File: config.mk
export PLATFORM = sky130hd
export DESIGN_NAME = frame_streamer_flat
export DESIGN_NICKNAME = d
export VERILOG_FILES = /design/src/rtl/frame_streamer_if.sv /design/src/rtl/frame_streamer.sv /design/src/flat_wrapper.sv
export SDC_FILE = /design/constraint.sdc
export NUM_CORES = 1
export LEC_CHECK = 0
export CORE_ASPECT_RATIO = 0.5
export CORE_UTILIZATION = 36
export CTS_CLUSTER_DIAMETER = 60
export DETAILED_ROUTE_END_ITERATION = 10
export DONT_BUFFER_PORTS = 1
export HOLD_SLACK_MARGIN = 0.02
export SLEW_MARGIN = 20
export SYNTH_ARGS = -nofsm -noshare
export SYNTH_HDL_FRONTEND = slang
export SYNTH_SLANG_ARGS = --single-unit
File: constraint.sdc
create_clock -name clk -period 2.4 [get_ports clk]
set_clock_uncertainty 0.2 [all_clocks]
set_input_delay 0.36 -clock clk [delete_from_list [all_inputs] [get_ports clk]]
set_output_delay 0.36 -clock clk [all_outputs]
set_load 0.01 [all_outputs]
File: src/rtl/frame_streamer_if.sv
// Streaming bus of the frame streamer: synchronous-read frame memory port
// plus the (en, x, y, data) pixel stream feeding the detection pipeline.
interface frame_streamer_if #(
    parameter int ADDR_W = 19,
    parameter int LOC_W  = 11,
    parameter int PIX_W  = 24
);
    logic              mem_rd;
    logic [ADDR_W-1:0] mem_addr;
    logic [PIX_W-1:0]  mem_data;
    logic              en;
    logic [LOC_W-1:0]  x;
    logic [LOC_W-1:0]  y;
    logic [PIX_W-1:0]  data;

    modport master (
        output mem_rd, mem_addr, en, x, y, data,
        input  mem_data
    );

    modport slave (
        input  mem_rd, mem_addr, en, x, y, data,
        output mem_data
    );
endinterface

File: src/rtl/frame_streamer.sv
// Raster-scan pixel source: reads a frame row-major from synchronous memory,
// emits pixels with coordinates, optional zero tail pixels, then frame_done.
module frame_streamer #(
    parameter int FRAME_W     = 640,
    parameter int FRAME_H     = 480,
    parameter int LOC_W       = 11,
    parameter int ADDR_W      = 19,
    parameter int PIX_W       = 24,
    parameter int TAIL_PIXELS = 0
) (
    input  logic              clk,
    input  logic              reset_n,
    input  logic              start,
    input  logic              abort,
    input  logic              stall,
    frame_streamer_if.master  bus,
    output logic              busy,
    output logic              frame_done
);
    typedef enum logic [2:0] {
        S_IDLE, S_STREAM, S_TAIL, S_DRAIN, S_DONE
    } state_t;

    localparam logic [ADDR_W-1:0] ADDR_LAST = ADDR_W'(FRAME_W * FRAME_H - 1);
    localparam logic [LOC_W-1:0]  COL_LAST  = LOC_W'(FRAME_W - 1);
    localparam logic [LOC_W-1:0]  ROW_LAST  = LOC_W'(FRAME_H - 1);
    localparam logic [15:0]       TAIL_LAST = 16'(TAIL_PIXELS - 1);

    state_t             state_q, state_d;
    logic [ADDR_W-1:0]  addr_q, addr_d;
    logic [LOC_W-1:0]   col_q, col_d, row_q, row_d;
    logic [15:0]        tail_q, tail_d;
    logic               pend_q, pend_d;
    logic [LOC_W-1:0]   pcol_q, pcol_d, prow_q, prow_d;
    logic               en_q, en_d;
    logic [LOC_W-1:0]   x_q, x_d, y_q, y_d;
    logic [PIX_W-1:0]   data_q, data_d;
    logic               busy_q, busy_d;
    logic               done_q, done_d;
    logic               rd;

    assign rd = (state_q == S_STREAM) && !stall;

    always_comb begin
        state_d = state_q;
        addr_d  = addr_q;
        col_d   = col_q;
        row_d   = row_q;
        tail_d  = tail_q;
        pend_d  = rd;
        pcol_d  = pcol_q;
        prow_d  = prow_q;
        en_d    = 1'b0;
        x_d     = x_q;
        y_d     = y_q;
        data_d  = data_q;
        busy_d  = busy_q;
        done_d  = 1'b0;

        if (rd) begin
            pcol_d = col_q;
            prow_d = row_q;
        end
        // Memory data of the read issued last cycle is valid now.
        if (pend_q) begin
            en_d   = 1'b1;
            x_d    = pcol_q;
            y_d    = prow_q;
            data_d = bus.mem_data;
        end

        case (state_q)
            S_IDLE: begin
                if (start) begin
                    state_d = S_STREAM;
                    busy_d  = 1'b1;
                end
            end
            S_STREAM: begin
                if (rd) begin
                    addr_d = addr_q + 1'b1;
                    if (col_q == COL_LAST) begin
                        col_d = '0;
                        row_d = row_q + 1'b1;
                    end else begin
                        col_d = col_q + 1'b1;
                    end
                    if (addr_q == ADDR_LAST) begin
                        addr_d  = '0;
                        col_d   = '0;
                        row_d   = '0;
                        state_d = (TAIL_PIXELS > 0) ? S_TAIL : S_DRAIN;
                    end
                end
            end
            S_TAIL: begin
                // Tail pixels wait for the last real pixel to leave the pipeline.
                if (!stall && !pend_q) begin
                    en_d   = 1'b1;
                    x_d    = COL_LAST;
                    y_d    = ROW_LAST;
                    data_d = '0;
                    if (tail_q == TAIL_LAST) begin
                        tail_d  = '0;
                        state_d = S_DRAIN;
                    end else begin
                        tail_d = tail_q + 16'd1;
                    end
                end
            end
            S_DRAIN: begin
                if (!pend_q) begin
                    state_d = S_DONE;
                    done_d  = 1'b1;
                end
            end
            S_DONE: begin
                state_d = S_IDLE;
                busy_d  = 1'b0;
            end
            default: state_d = S_IDLE;
        endcase

        if (abort) begin
            state_d = S_IDLE;
            addr_d  = '0;
            col_d   = '0;
            row_d   = '0;
            tail_d  = '0;
            pend_d  = 1'b0;
            en_d    = 1'b0;
            x_d     = x_q;
            y_d     = y_q;
            data_d  = data_q;
            busy_d  = 1'b0;
            done_d  = 1'b0;
        end
    end

    always_ff @(posedge clk or negedge reset_n) begin
        if (!reset_n) begin
            state_q <= S_IDLE;
            addr_q  <= '0;
            col_q   <= '0;
            row_q   <= '0;
            tail_q  <= '0;
            pend_q  <= 1'b0;
            pcol_q  <= '0;
            prow_q  <= '0;
            en_q    <= 1'b0;
            x_q     <= '0;
            y_q     <= '0;
            data_q  <= '0;
            busy_q  <= 1'b0;
            done_q  <= 1'b0;
        end else begin
            state_q <= state_d;
            addr_q  <= addr_d;
            col_q   <= col_d;
            row_q   <= row_d;
            tail_q  <= tail_d;
            pend_q  <= pend_d;
            pcol_q  <= pcol_d;
            prow_q  <= prow_d;
            en_q    <= en_d;
            x_q     <= x_d;
            y_q     <= y_d;
            data_q  <= data_d;
            busy_q  <= busy_d;
            done_q  <= done_d;
        end
    end

    assign bus.mem_rd   = rd;
    assign bus.mem_addr = addr_q;
    assign bus.en       = en_q;
    assign bus.x        = x_q;
    assign bus.y        = y_q;
    assign bus.data     = data_q;
    assign busy         = busy_q;
    assign frame_done   = done_q;
endmodule

File: src/flat_wrapper.sv
// flat-port wrapper written by rule: the top's interface ports become plain ports
module frame_streamer_flat 
#(
    parameter int FRAME_W     = 640,
    parameter int FRAME_H     = 480,
    parameter int LOC_W       = 11,
    parameter int ADDR_W      = 19,
    parameter int PIX_W       = 24,
    parameter int TAIL_PIXELS = 0
)
  (clk, reset_n, start, abort, stall, busy, frame_done, bus_mem_rd, bus_mem_addr, bus_en, bus_x, bus_y, bus_data, bus_mem_data);
  frame_streamer_if #(.ADDR_W(ADDR_W), .LOC_W(LOC_W), .PIX_W(PIX_W)) bus_i ();
  input  logic clk;
  input  logic reset_n;
  input  logic start;
  input  logic abort;
  input  logic stall;
  output logic busy;
  output logic frame_done;
  output wire logic [$bits(bus_i.mem_rd)-1:0] bus_mem_rd;
  output wire logic [$bits(bus_i.mem_addr)-1:0] bus_mem_addr;
  output wire logic [$bits(bus_i.en)-1:0] bus_en;
  output wire logic [$bits(bus_i.x)-1:0] bus_x;
  output wire logic [$bits(bus_i.y)-1:0] bus_y;
  output wire logic [$bits(bus_i.data)-1:0] bus_data;
  input wire logic [$bits(bus_i.mem_data)-1:0] bus_mem_data;
  assign bus_mem_rd = bus_i.mem_rd;
  assign bus_mem_addr = bus_i.mem_addr;
  assign bus_en = bus_i.en;
  assign bus_x = bus_i.x;
  assign bus_y = bus_i.y;
  assign bus_data = bus_i.data;
  assign bus_i.mem_data = bus_mem_data;
  frame_streamer #(.FRAME_W(FRAME_W), .FRAME_H(FRAME_H), .LOC_W(LOC_W), .ADDR_W(ADDR_W), .PIX_W(PIX_W), .TAIL_PIXELS(TAIL_PIXELS)) u_core (.clk(clk), .reset_n(reset_n), .start(start), .abort(abort), .stall(stall), .bus(bus_i), .busy(busy), .frame_done(frame_done));
endmodule
==> impl_metrics.tcl, run 1 <==
set metrics [dict create \
    worstSetupEndpointType "register" \
    synth_cell_type_count 51 \
    synth_top_area_share_pct 56.91 \
    clkSinkCount 132 \
    io_buffers 0 \
    via_per_inst 5.260 \
    grt-ovfl-total 0 \
    r2r_cells 5 \
    antenna_left 0 \
    cts_buffers 17 \
    fp.dieW_um 181.6 \
    cts_tree "done" \
    drt-total-wl_mm 13.66 \
    cts_setup_buffers 0 \
    cap_viol_max_count 0 \
    design.core.area_mm2 0.01557 \
    syn_nets 613 \
    cts_buffer_depth 2 \
    hold_path.class "in -> async" \
    synth.largest_area_cell "dfrtp_1" \
    synth_warnings 0 \
    holdWs_ns -0.5650 \
    place_ws_ns 0.02418 \
    cts_hold_buf 29 \
    synth_cells 580 \
    num_vias 4492 \
    setup_viol 0 \
    critPathTopFamily "simple AND/OR/NAND/NOR gates" \
    p_leak_nw 3.345 \
    period_share_pct 97.09 \
    power.density_mw_per_mm2 757.5 \
    crit_buf_inv 0 \
    antenna_found_initial 0 \
    placed_area_mm2 0.006247 \
    synth_enable_flop_cells 0 \
    layout_setup_ws_ns 0.06980 \
    critical_path_class "reg -> reg" \
    drive_gt1_share_pct 13.08 \
    slew_violations 0 \
    finalSetupTns_ns 0 \
    syn_avg_cell_area_um2 10.01 \
    worst_pin_slew_ns 0.6476 \
    grt_pass1_wl_mm 22.81 \
    ys_seq_elements 132 \
    pin_count 98 \
    synth_area_leaders "dfrtp_1 57%, nand2_1 8.7%, a22o_1 4.7%, xor2_1 3.8%, nand3_1 3.6%" \
    first_pass_iters 4 \
    synthTopCellsByCount "135 x nand2_1, 132 x dfrtp_1, 42 x nand3_1" \
    r2r-start "u_core.col_q[7]" \
    highest_layer "met4" \
    grt_pass1_vias 4440 \
    wl_met3_um 860 \
    finalNonFillerCells 854 \
    htreeDepth 4 \
    critPathMaxFanout 4 \
    crit_chain "or4b_4 > or3_4 > or4_4 > xor2_2 > nor2_2" \
    clk_latency_ns 0.42 \
    nets 670 \
    fp-row-count 32 \
    diodes 0 \
    drcViolationCount 0 \
    cp_slowest_stage_delay_ns 0.57 \
    hold_viol 132 \
    initial_core_util_pct 37.27 \
    hpwl_mm 8.548 \
    power_mw 5.459 \
    placedCellCount 793 \
    grt_max_degree 133 \
    critPathSlowestCell "or4b_4" \
    critical_path_required_ns 2.51 \
    cts_root_buf "clkbuf_16" \
    rsz0062_at_grt "false" \
    max_freq_mhz 429.1 \
    final_core_util_pct 46.27 \
    status "complete, but fails checks" \
    synth-seq-area-share_pct 56.91 \
    rrSetupSlack_ns 0.07 \
    ys.flop_type "dfrtp_1" \
    dieHeight_um 91.79 \
    die_area_mm2 0.01667 \
    syn-cell-area_mm2 0.005804 \
    violations "hold timing" \
    syn_to_final_growth_pct 24.16 \
    synth_most_common_cell "nand2_1" \
    r2r_end "u_core.row_q[10]" \
    async_reset_ff_share_pct 100.0 \
    met2_length_mm 6.076 \
    worst_ep_arrival_time_ns 2.44 \
    final_area_mm2 0.007207 \
    met1_length_mm 6.588 \
    routabilityCongestion 0.8072 \
    routedWlPerCell_um 15.99 \
    slew_headroom_pct 56.22 \
    drt-initial-drc-count 280 \
    period_minus_slack_ns 2.330 \
    vdd_drop_max_v 0.0004530 \
    track_usage_pct 17.42 \
    startpoint_type "register" \
    path_clk_slew_ns 0.06 \
]
-- power breakdown --
group / total, mW / switching [mW] / internal, mW
sequential: 2.44 / 0.115 / 2.33
clock: 2.77 / 1.02 / 1.75
combinational: 0.246 / 0.112 / 0.133
total: 5.46 / 1.25 / 4.21
-- repair_timing --
action | 4_1_cts | 5_1_grt
gates resized for setup | 3 | 6
endpoints found under the setup margin | 1 | 11
pin swaps | 0 | 2
endpoints found under the hold margin | 191 | 132
-- layout make-up --
cell class,count,area (um2)
Timing Repair Buffer,68,596.8
Clock inverter,14,201.4
Tap cell,204,255.2
Inverter,5,23.77
Clock buffer,18,429.2
Fill cell,1425,8368
Sequential cell,132,3303
Multi-Input combinational cell,413,2397
-- worst max-delay path by stage --
stage | to | from | cells after the start | slack [ns]
floorplan | u_core.row_q[10] | u_core.col_q[7] | 5 | 0.05
global route | bus_mem_rd | u_core.state_q[2] | 4 | 0.004
finish | u_core.row_q[10] | u_core.col_q[7] | 5 | 0.07
CTS | bus_mem_rd | u_core.state_q[1] | 4 | 0.006
detailed placement | u_core.col_q[7] | u_core.state_q[1] | 6 | 0.02
global placement | u_core.row_q[10] | u_core.col_q[7] | 5 | 0.07
-- cell families after synthesis --
logic type / Yosys count / synth area share (%)
simple gates: 289 / 23.84
flops: 132 / 56.91
compound gates: 87 / 11.06
buf+inv: 35 / 2.328
mux: 1 / 0.1725
fa+ha+maj: 4 / 0.8623
xor+xnor: 32 / 4.829
-- sequential cells by signal, summed over array words and instances (netlist names), 3 cells and up --
register	flops
u_core.bus.data	24
u_core.bus.mem_addr	19
u_core.bus.x	11
u_core.bus.y	11
u_core.col_q	11
u_core.pcol_q	11
u_core.prow_q	11
u_core.row_q	11
u_core.state_q	3
u_core.tail_q	16
-- per-layer routing --
metal | track usage, % | vias up
met4 | 6.285 | 0
met5 | 0 | -
met3 | 5.798 | 12
met2 | 26.54 | 104
met1 | 23.11 | 2217
li1 | - | 2159
-- layout by cell type (no fill, tap or decap), types with 5 or more instances in the layout --
cell type / netlist / final
a22o_1: 31 / 31
xnor2_1: 7 / 7
a31oi_1: 7 / 7
clkinvlp_4: 0 / 5
and3_1: 12 / 12
nor4b_1: 5 / 5
nor3_1: 7 / 7
a21oi_1: 14 / 14
and4_1: 6 / 6
dfrtp_1: 132 / 132
nor2_1: 38 / 37
clkbuf_16: 0 / 17
nand3_1: 42 / 42
nand2_1: 135 / 134
o21ai_0: 11 / 10
xor2_1: 25 / 24
dlygate4sd3_1: 0 / 28
buf_4: 0 / 38
nand4_1: 19 / 19
Power figures use the tool's default switching activity.
==> run 2, diff against run 1 <==
--- a/config.mk
+++ b/config.mk
@@ -7,7 +7,7 @@
 export LEC_CHECK = 0
 export CORE_ASPECT_RATIO = 0.5
 export CORE_UTILIZATION = 36
-export CTS_CLUSTER_DIAMETER = 60
+export CTS_CLUSTER_DIAMETER = 50
 export DETAILED_ROUTE_END_ITERATION = 10
 export DONT_BUFFER_PORTS = 1
 export HOLD_SLACK_MARGIN = 0.02
==> results of run 2 <==
Final layout, timing and power as in run 1 (identical DEF).
==> run 3, diff against run 2 <==
--- a/config.mk
+++ b/config.mk
@@ -11,6 +11,7 @@
 export DETAILED_ROUTE_END_ITERATION = 10
 export DONT_BUFFER_PORTS = 1
 export HOLD_SLACK_MARGIN = 0.02
+export SKIP_LAST_GASP = 1
 export SLEW_MARGIN = 20
 export SYNTH_ARGS = -nofsm -noshare
 export SYNTH_HDL_FRONTEND = slang
==> run 3 against run 2 <==
Compared with the run above: the run still ends with hold timing left; critical path depth stayed put; clock-buffer cell count unchanged; combinational power is essentially flat; first-iteration DRC count unchanged; worst setup slack worse by 0.0019 ns; clock power is essentially flat; final cell count unchanged; routed wire length increased by 0.39%; cell area is essentially flat; largest cell class unchanged; largest power group unchanged.
==> impl_metrics.tcl, run 3 (synthesized netlist as in run 1, its figures left out) <==
set metrics [dict create \
    status "complete, but fails checks" \
    violations "hold timing" \
    path_clk_slew_ns 0.06 \
    nets 670 \
    critical_path_class "reg -> reg" \
    critPathMaxFanout 4 \
    final_common_cell "nand2_1" \
    max_freq_mhz 428.8 \
    drcViolationCount 0 \
    antenna_found_initial 0 \
    clkSinkCount 132 \
    grt_pass1_wl_mm 22.81 \
    period_share_pct 97.17 \
    power.density_mw_per_mm2 758.0 \
    drt-initial-drc-count 280 \
    fp.dieW_um 181.6 \
    place_ws_ns 0.02418 \
    worst_pin_slew_ns 0.6568 \
    via_per_inst 5.290 \
    diodes 0 \
    p_leak_nw 3.345 \
    cts_root_buf "clkbuf_16" \
    initial_core_util_pct 37.27 \
    largest_register_ffs 24 \
    p_int_mw 4.211 \
    grt_max_degree 133 \
    setup_viol 0 \
    cts_tree "done" \
    clk_latency_ns 0.42 \
    first_pass_iters 4 \
    cap_viol_max_count 0 \
    final_cell_mix "134 x nand2_1, 132 x dfrtp_1, 42 x nand3_1" \
    io_buffers 0 \
    grt-ovfl-total 0 \
    layout_setup_ws_ns 0.06788 \
    hold_path.class "in -> async" \
    regArea_mm2 0.003303 \
    dieHeight_um 91.79 \
    hpwl_mm 8.548 \
    grt_pass1_vias 4440 \
    cts_setup_buffers 0 \
    vdd_drop_max_v 0.0004564 \
    antenna_left 0 \
    cts_buffer_depth 2 \
    routabilityCongestion 0.8072 \
    cts_hold_buf 29 \
    htreeDepth 4 \
    cts_buffers 17 \
    hold_viol 132 \
    syn_to_final_growth_pct 24.12 \
    worstSetupEndpointType "register" \
    startpoint_type "register" \
    r2r_cells 5 \
    design.core.area_mm2 0.01557 \
    critical_path_required_ns 2.51 \
    rsz0062_at_grt "true" \
    drive_gt1_share_pct 12.92 \
    num_vias 4518 \
    worst_ep_arrival_time_ns 2.44 \
    switchingPower_mw 1.250 \
    combPwrFrac_pct 4.5 \
    track_usage_pct 17.42 \
    seqPwrFrac_pct 44.7 \
    die_area_mm2 0.01667 \
    pin_count 98 \
    drt-total-wl_mm 13.71 \
    slew_violations 0 \
    p_clk_share_pct 50.8 \
    routedWlPerCell_um 16.05 \
    slew_headroom_pct 55.59 \
    fillers 1426 \
    final_core_util_pct 46.26 \
    multi_input_area_mm2 0.002395 \
    period_minus_slack_ns 2.332 \
    holdWs_ns -0.5666 \
    fp-row-count 32 \
    finalSetupTns_ns 0 \
    p_sw_share_pct 22.89 \
]
==> run 3: cell types whose count changed in the layout (fill, tap and decap cells not counted) <==
cell,delta
nor2_1,+1
nor2_2,-1
==> run 3: path summary, 6_finish.rpt <==
kind | from | end | slack [ns]
worst max-delay path | u_core.col_q[7] | u_core.row_q[10] | 0.07
worst min-delay path | reset_n | u_core.tail_q[1] | -0.57
worst max register to register | u_core.col_q[7] | u_core.row_q[10] | 0.07
worst min register to register | u_core.prow_q[2] | u_core.prow_q[2] | 0.27
max in group asynchronous | reset_n | u_core.bus.x[10] | 2.39
min in group clk | abort | u_core.row_q[10] | 0.08
==> run 3: what timing repair did <==
action                                  4_1_cts  5_1_grt
endpoints found under the hold margin       191      132
pin swaps                                     0        2
endpoints found under the setup margin        1       11
resized for setup                             3        5
==> run 3: final cells by class <==
class / instances / area share, %
Timing Repair Buffer: 68 / 8.284
Inverter: 5 / 0.3300
Clock inverter: 14 / 2.796
Clock buffer: 18 / 5.957
Sequential cell: 132 / 45.85
Multi-Input combinational cell: 413 / 33.24
Tap cell: 204 / 3.543
==> run 3: critical path: stages, from the launching register on <==
cell     delay (ns)
dfrtp_1        0.38
or4b_4         0.57
or3_4          0.38
or4_4          0.50
xor2_2         0.15
nor2_2         0.04
==> run 3: power by group through the flow <==
stage	registers (mW)	clock network, mW	logic, mW
final	2.44	2.77	0.246
after global routing	2.45	2.95	0.268
after CTS	2.44	2.83	0.245
after detailed placement	2.48	0	0.191
after global placement	2.48	0	0.188
after floorplan	2.47	0	0.146
==> run 3: per-layer routing <==
layer	part of all wire [%]	GRT usage, %	vias to the layer above
met5	0	0	-
met4	1.3	6.285	0
met3	6.5	5.798	17
met2	44	26.54	116
met1	48	23.11	2222
li1	-	-	2163
==> run 3: per-stage QoR <==
step | cell area [um2] | power, mW | cells
2_1_floorplan | 5804 | 2.614 | 580
3_3_place_gp | 6247 | 2.667 | 793
3_5_place_dp | 6247 | 2.670 | 793
4_1_cts | 7187 | 5.515 | 854
5_1_grt | 7204 | 5.667 | 854
6_report | 7204 | 5.461 | 854
